$ cat src/rtl/dmux_sync_tx.sv
// Source-side front end of the data-mux CDC: registers each accepted word and flips src_toggle,
// then holds the bus until the resynchronised ack toggle returns (s_ready low while a word is outstanding).
module dmux_sync_tx #(
  parameter int   DEPTH   = 2,
  parameter int   WIDTH   = 8,
  parameter logic RST_VAL = 1'b0
) (
  input  logic             src_clk,
  input  logic             src_rst_n,
  input  logic             s_valid,
  output logic             s_ready,
  input  logic [WIDTH-1:0] s_data,
  input  logic             ack_toggle,
  output logic             src_toggle,
  output logic [WIDTH-1:0] src_data,
  output logic             busy
);

  localparam logic [1:0] ST_INIT     = 2'd0;
  localparam logic [1:0] ST_IDLE     = 2'd1;
  localparam logic [1:0] ST_WAIT_ACK = 2'd2;

  logic [DEPTH-1:0] ack_sync_q, ack_sync_d;
  logic             ack_sync;
  logic             ack_dly_q, ack_dly_d;
  logic             ack_edge_q, ack_edge_d;

  logic [1:0]       state_q, state_d;
  logic             s_ready_q, s_ready_d;
  logic             busy_q, busy_d;
  logic             src_toggle_q, src_toggle_d;
  logic [WIDTH-1:0] src_data_q, src_data_d;

  // The edge detector is registered so the FSM only ever sees a clean one-cycle pulse.
  always_comb begin
    ack_sync_d = {ack_sync_q[DEPTH-2:0], ack_toggle};
    ack_sync   = ack_sync_q[DEPTH-1];
    ack_dly_d  = ack_sync;
    ack_edge_d = ack_sync ^ ack_dly_q;
  end

  always_comb begin
    state_d      = state_q;
    s_ready_d    = s_ready_q;
    busy_d       = busy_q;
    src_toggle_d = src_toggle_q;
    src_data_d   = src_data_q;
    case (state_q)
      ST_INIT: begin
        state_d   = ST_IDLE;
        s_ready_d = 1'b1;
      end
      ST_IDLE: begin
        if (s_valid && s_ready_q) begin
          src_data_d   = s_data;
          src_toggle_d = ~src_toggle_q;
          s_ready_d    = 1'b0;
          busy_d       = 1'b1;
          state_d      = ST_WAIT_ACK;
        end
      end
      ST_WAIT_ACK: begin
        // Bus stays frozen here; an acceptance is only possible once back in IDLE.
        if (ack_edge_q) begin
          state_d   = ST_IDLE;
          s_ready_d = 1'b1;
          busy_d    = 1'b0;
        end
      end
      default: begin
        state_d   = ST_INIT;
        s_ready_d = 1'b0;
        busy_d    = 1'b0;
      end
    endcase
  end

  always_ff @(posedge src_clk or negedge src_rst_n) begin
    if (!src_rst_n) begin
      ack_sync_q   <= '0;
      ack_dly_q    <= 1'b0;
      ack_edge_q   <= 1'b0;
      state_q      <= ST_INIT;
      s_ready_q    <= 1'b0;
      busy_q       <= 1'b0;
      src_toggle_q <= 1'b0;
      src_data_q   <= {WIDTH{RST_VAL}};
    end else begin
      ack_sync_q   <= ack_sync_d;
      ack_dly_q    <= ack_dly_d;
      ack_edge_q   <= ack_edge_d;
      state_q      <= state_d;
      s_ready_q    <= s_ready_d;
      busy_q       <= busy_d;
      src_toggle_q <= src_toggle_d;
      src_data_q   <= src_data_d;
    end
  end

  assign s_ready    = s_ready_q;
  assign busy       = busy_q;
  assign src_toggle = src_toggle_q;
  assign src_data   = src_data_q;

endmodule
$ cat config.mk
export PLATFORM = sky130hd
export DESIGN_NAME = dmux_sync_tx
export DESIGN_NICKNAME = d
export VERILOG_FILES = /design/src/rtl/dmux_sync_tx.sv
export SDC_FILE = /design/constraint.sdc
export NUM_CORES = 1
export LEC_CHECK = 0
export BUFFER_PORTS_ARGS = -buffer_cell sky130_fd_sc_hd__buf_2
export CORE_MARGIN = 5
export CORE_UTILIZATION = 45
export CTS_CLUSTER_SIZE = 14
export DETAILED_ROUTE_END_ITERATION = 8
export PLACE_DENSITY = 0.86
export SLEW_MARGIN = 20
export SYNTH_ARGS = -nofsm -noshare
export SYNTH_HDL_FRONTEND = slang
export SYNTH_SLANG_ARGS = --single-unit
export TNS_END_PERCENT = 1
$ cat constraint.sdc
create_clock -name src_clk -period 1.3 [get_ports src_clk]
set_input_delay 0.065 -clock src_clk [delete_from_list [all_inputs] [get_ports src_clk]]
set_output_delay 0.065 -clock src_clk [all_outputs]
set_load 0.01 [all_outputs]
Word level (Yosys, flattened, before mapping) --
Cells that the tools add are included.
Word-level totals: logic and storage cells 29, bits in registers 17, output and inout port bits 11, bits of input ports 12
Operators by class: reductions and logical operators 5, eq/ne operators 4, bitwise gates (word level) 3, mux-type cells 9
Operators by type and width (count):
- one-hot mux 1 bit (3 select lines) | 2
- one-hot mux 2 bit (3 select lines) | 1
- two-way mux 1 bit | 4
- two-way mux 2 bit | 2
- inequality test 2 bit (second input constant) | 2
- AND reduction 2 bit | 2
- AND reduction 3 bit | 1
- == test 2 x 1 -> 1 bit (second input constant) | 1
- == test 2 bit (second input constant) | 1
- zero test 2 bit | 1
- NOT 1 bit | 2
- logical AND 1 bit | 1
- XOR 1 bit | 1

Longest topological paths before layout --
depth in word-level cells 3, gate-level depth with buffers 3

Least setup slack after synthesis --
Ideal clock, no wire load.
path kind register to register, start reg s_ready_q (netlist: s_ready), end reg src_data_q[0] (netlist: src_data[0]), data arrival time 998 ps, buffers on the path 1, cell stages (with the launch flop) 4, path slack 177 ps, library setup time 125 ps, required time 1175 ps, cell sequence dfrtp_1 nand3b_1 buf_6 mux2_4
Between the ends: cells in the longest elaborated chain, start to end 2
Ends and longest elaborated chain:
- from (decl) | RTL line 29 | logic s_ready_q, s_ready_d;
- from (signal assigned) | RTL line 93 | s_ready_q <= s_ready_d;
- logical AND 1 bit | RTL line 54 | if (s_valid && s_ready_q) begin
- AND reduction 2 bit (no line)
- to (signal assigned) | RTL line 87 | src_data_q <= {WIDTH{RST_VAL}};
- to (signal assigned) | RTL line 96 | src_data_q <= src_data_d;
- to (decl) | RTL line 32 | logic [WIDTH-1:0] src_data_q, src_data_d;
Every way passes these cells. A chain may end at the register's enable or synchronous reset.

Final worst setup path --
start reg state_q[1], end reg src_data_q[2] (netlist: src_data[2])
Between the ends: cells in the longest elaborated chain, start to end 2
Ends and longest elaborated chain:
- from (decl) | RTL line 28 | logic [1:0] state_q, state_d;
- from (signal assigned) | RTL line 92 | state_q <= state_d;
- == test 2 x 1 -> 1 bit | RTL line 48 | case (state_q)
- AND reduction 2 bit (no line)
Every way passes these cells.

==> out/results.ini <==
[outcome]
status=complete, no violations

[clock_network]
numCtsBuffers=3
clockBufferDepth=2
cts_tree=done
cts_setup_buffers=0
cts.sinks=16
root_buffer=clkbuf_4
worstSkewPairLatency_ns=0.27
htreeDepth=1
clkSlewWorstSetupHoldPaths_ns=0.08

[setup_path]
critical_path_class=register to register
worstSetupStartpointType=register
cp.required_ns=1.46
worstSetupEndpointType=register
worst-path-max-fanout=10
worstPathArrival_ns=1.33

[layout]
layout-area-overhead-vs-synth_pct=29.3
final_layout_size_suffix_gt1_share_pct=55.6
finalNonFillerCells=78
fillers=106
insertedDiodeCount=0
nets=77

[sta]
hold_ws_ns=0.0155
skew_ns=0.00313
finalSetupViolCount=0
worst_pin_slew_ns=0.340
layout_min_cycle_time_ns=1.17
maxSlewViolCount=0
period_share_pct=90.0
rsz0062_at_grt=no
slew_headroom_pct=77.3
fmax_mhz=855
tns_ns=0
hold_viol_final=0

[route]
wl_per_cell_um=12.7
drc=0
ant_nets=0
drt-pass1-iter-count=2
drtIter0Drc=7
vias=368
viasPerCell=4.72
wl_um=989

[place]
io_buffers=22
placed_cells_incl_taps=73
gp_congestion=0.652
dpl.hpwl_um=716

[die]
core_um2=1280
dieArea_um2=2160
start_util_pct=46.5
dieWidth_um=46.5
num_rows=13
io_pins=23
die-height_um=46.5

[synthesis]
syn_avg_cell_area_um2=17.1
ys.warnings.count=0
ys_types=12
syn_inst=35
syn_area_um2=598
syn-num-nets=47
ys_seq_area_share_pct=66.9
ys_ff_latch=16

[run]
maxCapViolCount=0

[grt]
overflow=0
grt_usage_pct=11.5
grt_pass1_vias=396
grt_antenna_before_repair=0
grt_max_degree=17
grt_pass1_wl_mm=1.70

[pwr]
powerDensity_nw_per_um2=2310
power_mw=1.79
power.leakage_nw=0.399
ir_drop_mv=0.983

[min_path]
hold_path.class=input port to register

[per-stage QoR]
step           utilization (%)  setup WS (ns)  area, µm²
2_1_floorplan                -          0.177        598
3_3_place_gp              56.9          0.157        731
3_5_place_dp              56.9          0.141        731
4_1_cts                   60.2          0.132        773
5_1_grt                   60.2         0.0806        773
6_report                  60.2          0.130        773
[power breakdown]
group / switching [mW] / internal [mW] / total, mW
sequential: 0.110 / 0.697 / 0.807
clock: 0.136 / 0.107 / 0.243
combinational: 0.304 / 0.433 / 0.737
total: 0.550 / 1.24 / 1.79
[critical path, stage by stage, from the launching register on]
cell and delay, ns:
dfrtp_1 0.40, nand3b_1 0.16, buf_4 0.19, mux2_4 0.31
[cell type report]
type | instances | area (µm²) | area share (%)
Timing Repair Buffer | 26 | 145 | 18.8
Tap cell | 15 | 18.8 | 2.43
Sequential cell | 16 | 400 | 51.8
Clock buffer | 3 | 22.5 | 2.91
Multi-Input combinational cell | 18 | 186 | 24.1
[cell families after synthesis]
logic type / after synthesis / synth area share [%]
AND/OR/NAND/NOR: 4 / 4.19
buffers and inverters: 1 / 1.88
XOR/XNOR: 2 / 2.93
flip-flops: 16 / 66.9
AO/OA/AOI/OAI: 4 / 3.97
multiplexers: 8 / 20.1
[cell usage after synthesis]
| master | instances | area [µm²] |
|---|---|---|
| xnor2_1 | 1 | 8.76 |
| o21ai_0 | 2 | 10.0 |
| a21oi_1 | 1 | 5.00 |
| buf_6 | 1 | 11.3 |
| o2bb2ai_1 | 1 | 8.76 |
| dfrtp_1 | 16 | 400 |
| mux2_4 | 8 | 120 |
| or2b_1 | 1 | 7.51 |
| and2_1 | 1 | 6.26 |
| nor2_1 | 1 | 3.75 |
| nand3b_1 | 1 | 7.51 |
| xor2_1 | 1 | 8.76 |
[what timing repair did]
| action | CTS | global route |
|---|---|---|
| hold buffers | 2 | 0 |
| endpoints found under the hold margin | 17 | 0 |
| gates resized for setup | 0 | 0 |
[sequential cells by signal (all words and copies together), names as in the netlist]
register / count
src_data: 8
ack_sync_q: 2
ack_dly_q: 1
ack_edge_q: 1
busy: 1
s_ready: 1
src_toggle: 1
state_q: 1
[routing by layer]
layer | track usage, % | routed length (µm) | up-vias
li1 | - | - | 176
met1 | 14.2 | 446 | 176
met2 | 17.3 | 446 | 14
met3 | 3.52 | 91 | 2
met4 | 6.82 | 4 | 0
met5 | 0 | 0 | -
[placed cells by master (no fill, tap or decap), drive strengths merged]
cell type	netlist	layout
nor2	1	1
clkbuf	0	3
o2bb2ai	1	1
xnor2	1	1
a21oi	1	1
o21ai	2	2
dlygate4sd3	0	2
and2	1	1
buf	1	24
dfrtp	16	16
or2b	1	1
mux2	8	8
nand3b	1	1
xor2	1	1
[final timing paths]
kind / from / end / slack, ns / depth (start not counted)
max in group asynchronous: src_rst_n / state_q[1] / 0.83 / 2
max: state_q[1] / src_data[2] / 0.13 / 3
min in group asynchronous: src_rst_n / src_data[3] / 0.22 / 2
max reg2reg: state_q[1] / src_data[2] / 0.13 / 3
min reg2reg: ack_sync_q[0] / ack_sync_q[1] / 0.37 / 0
min: s_data[7] / src_data[7] / 0.02 / 2
Note: power is estimated with default switching activity, not from simulation.
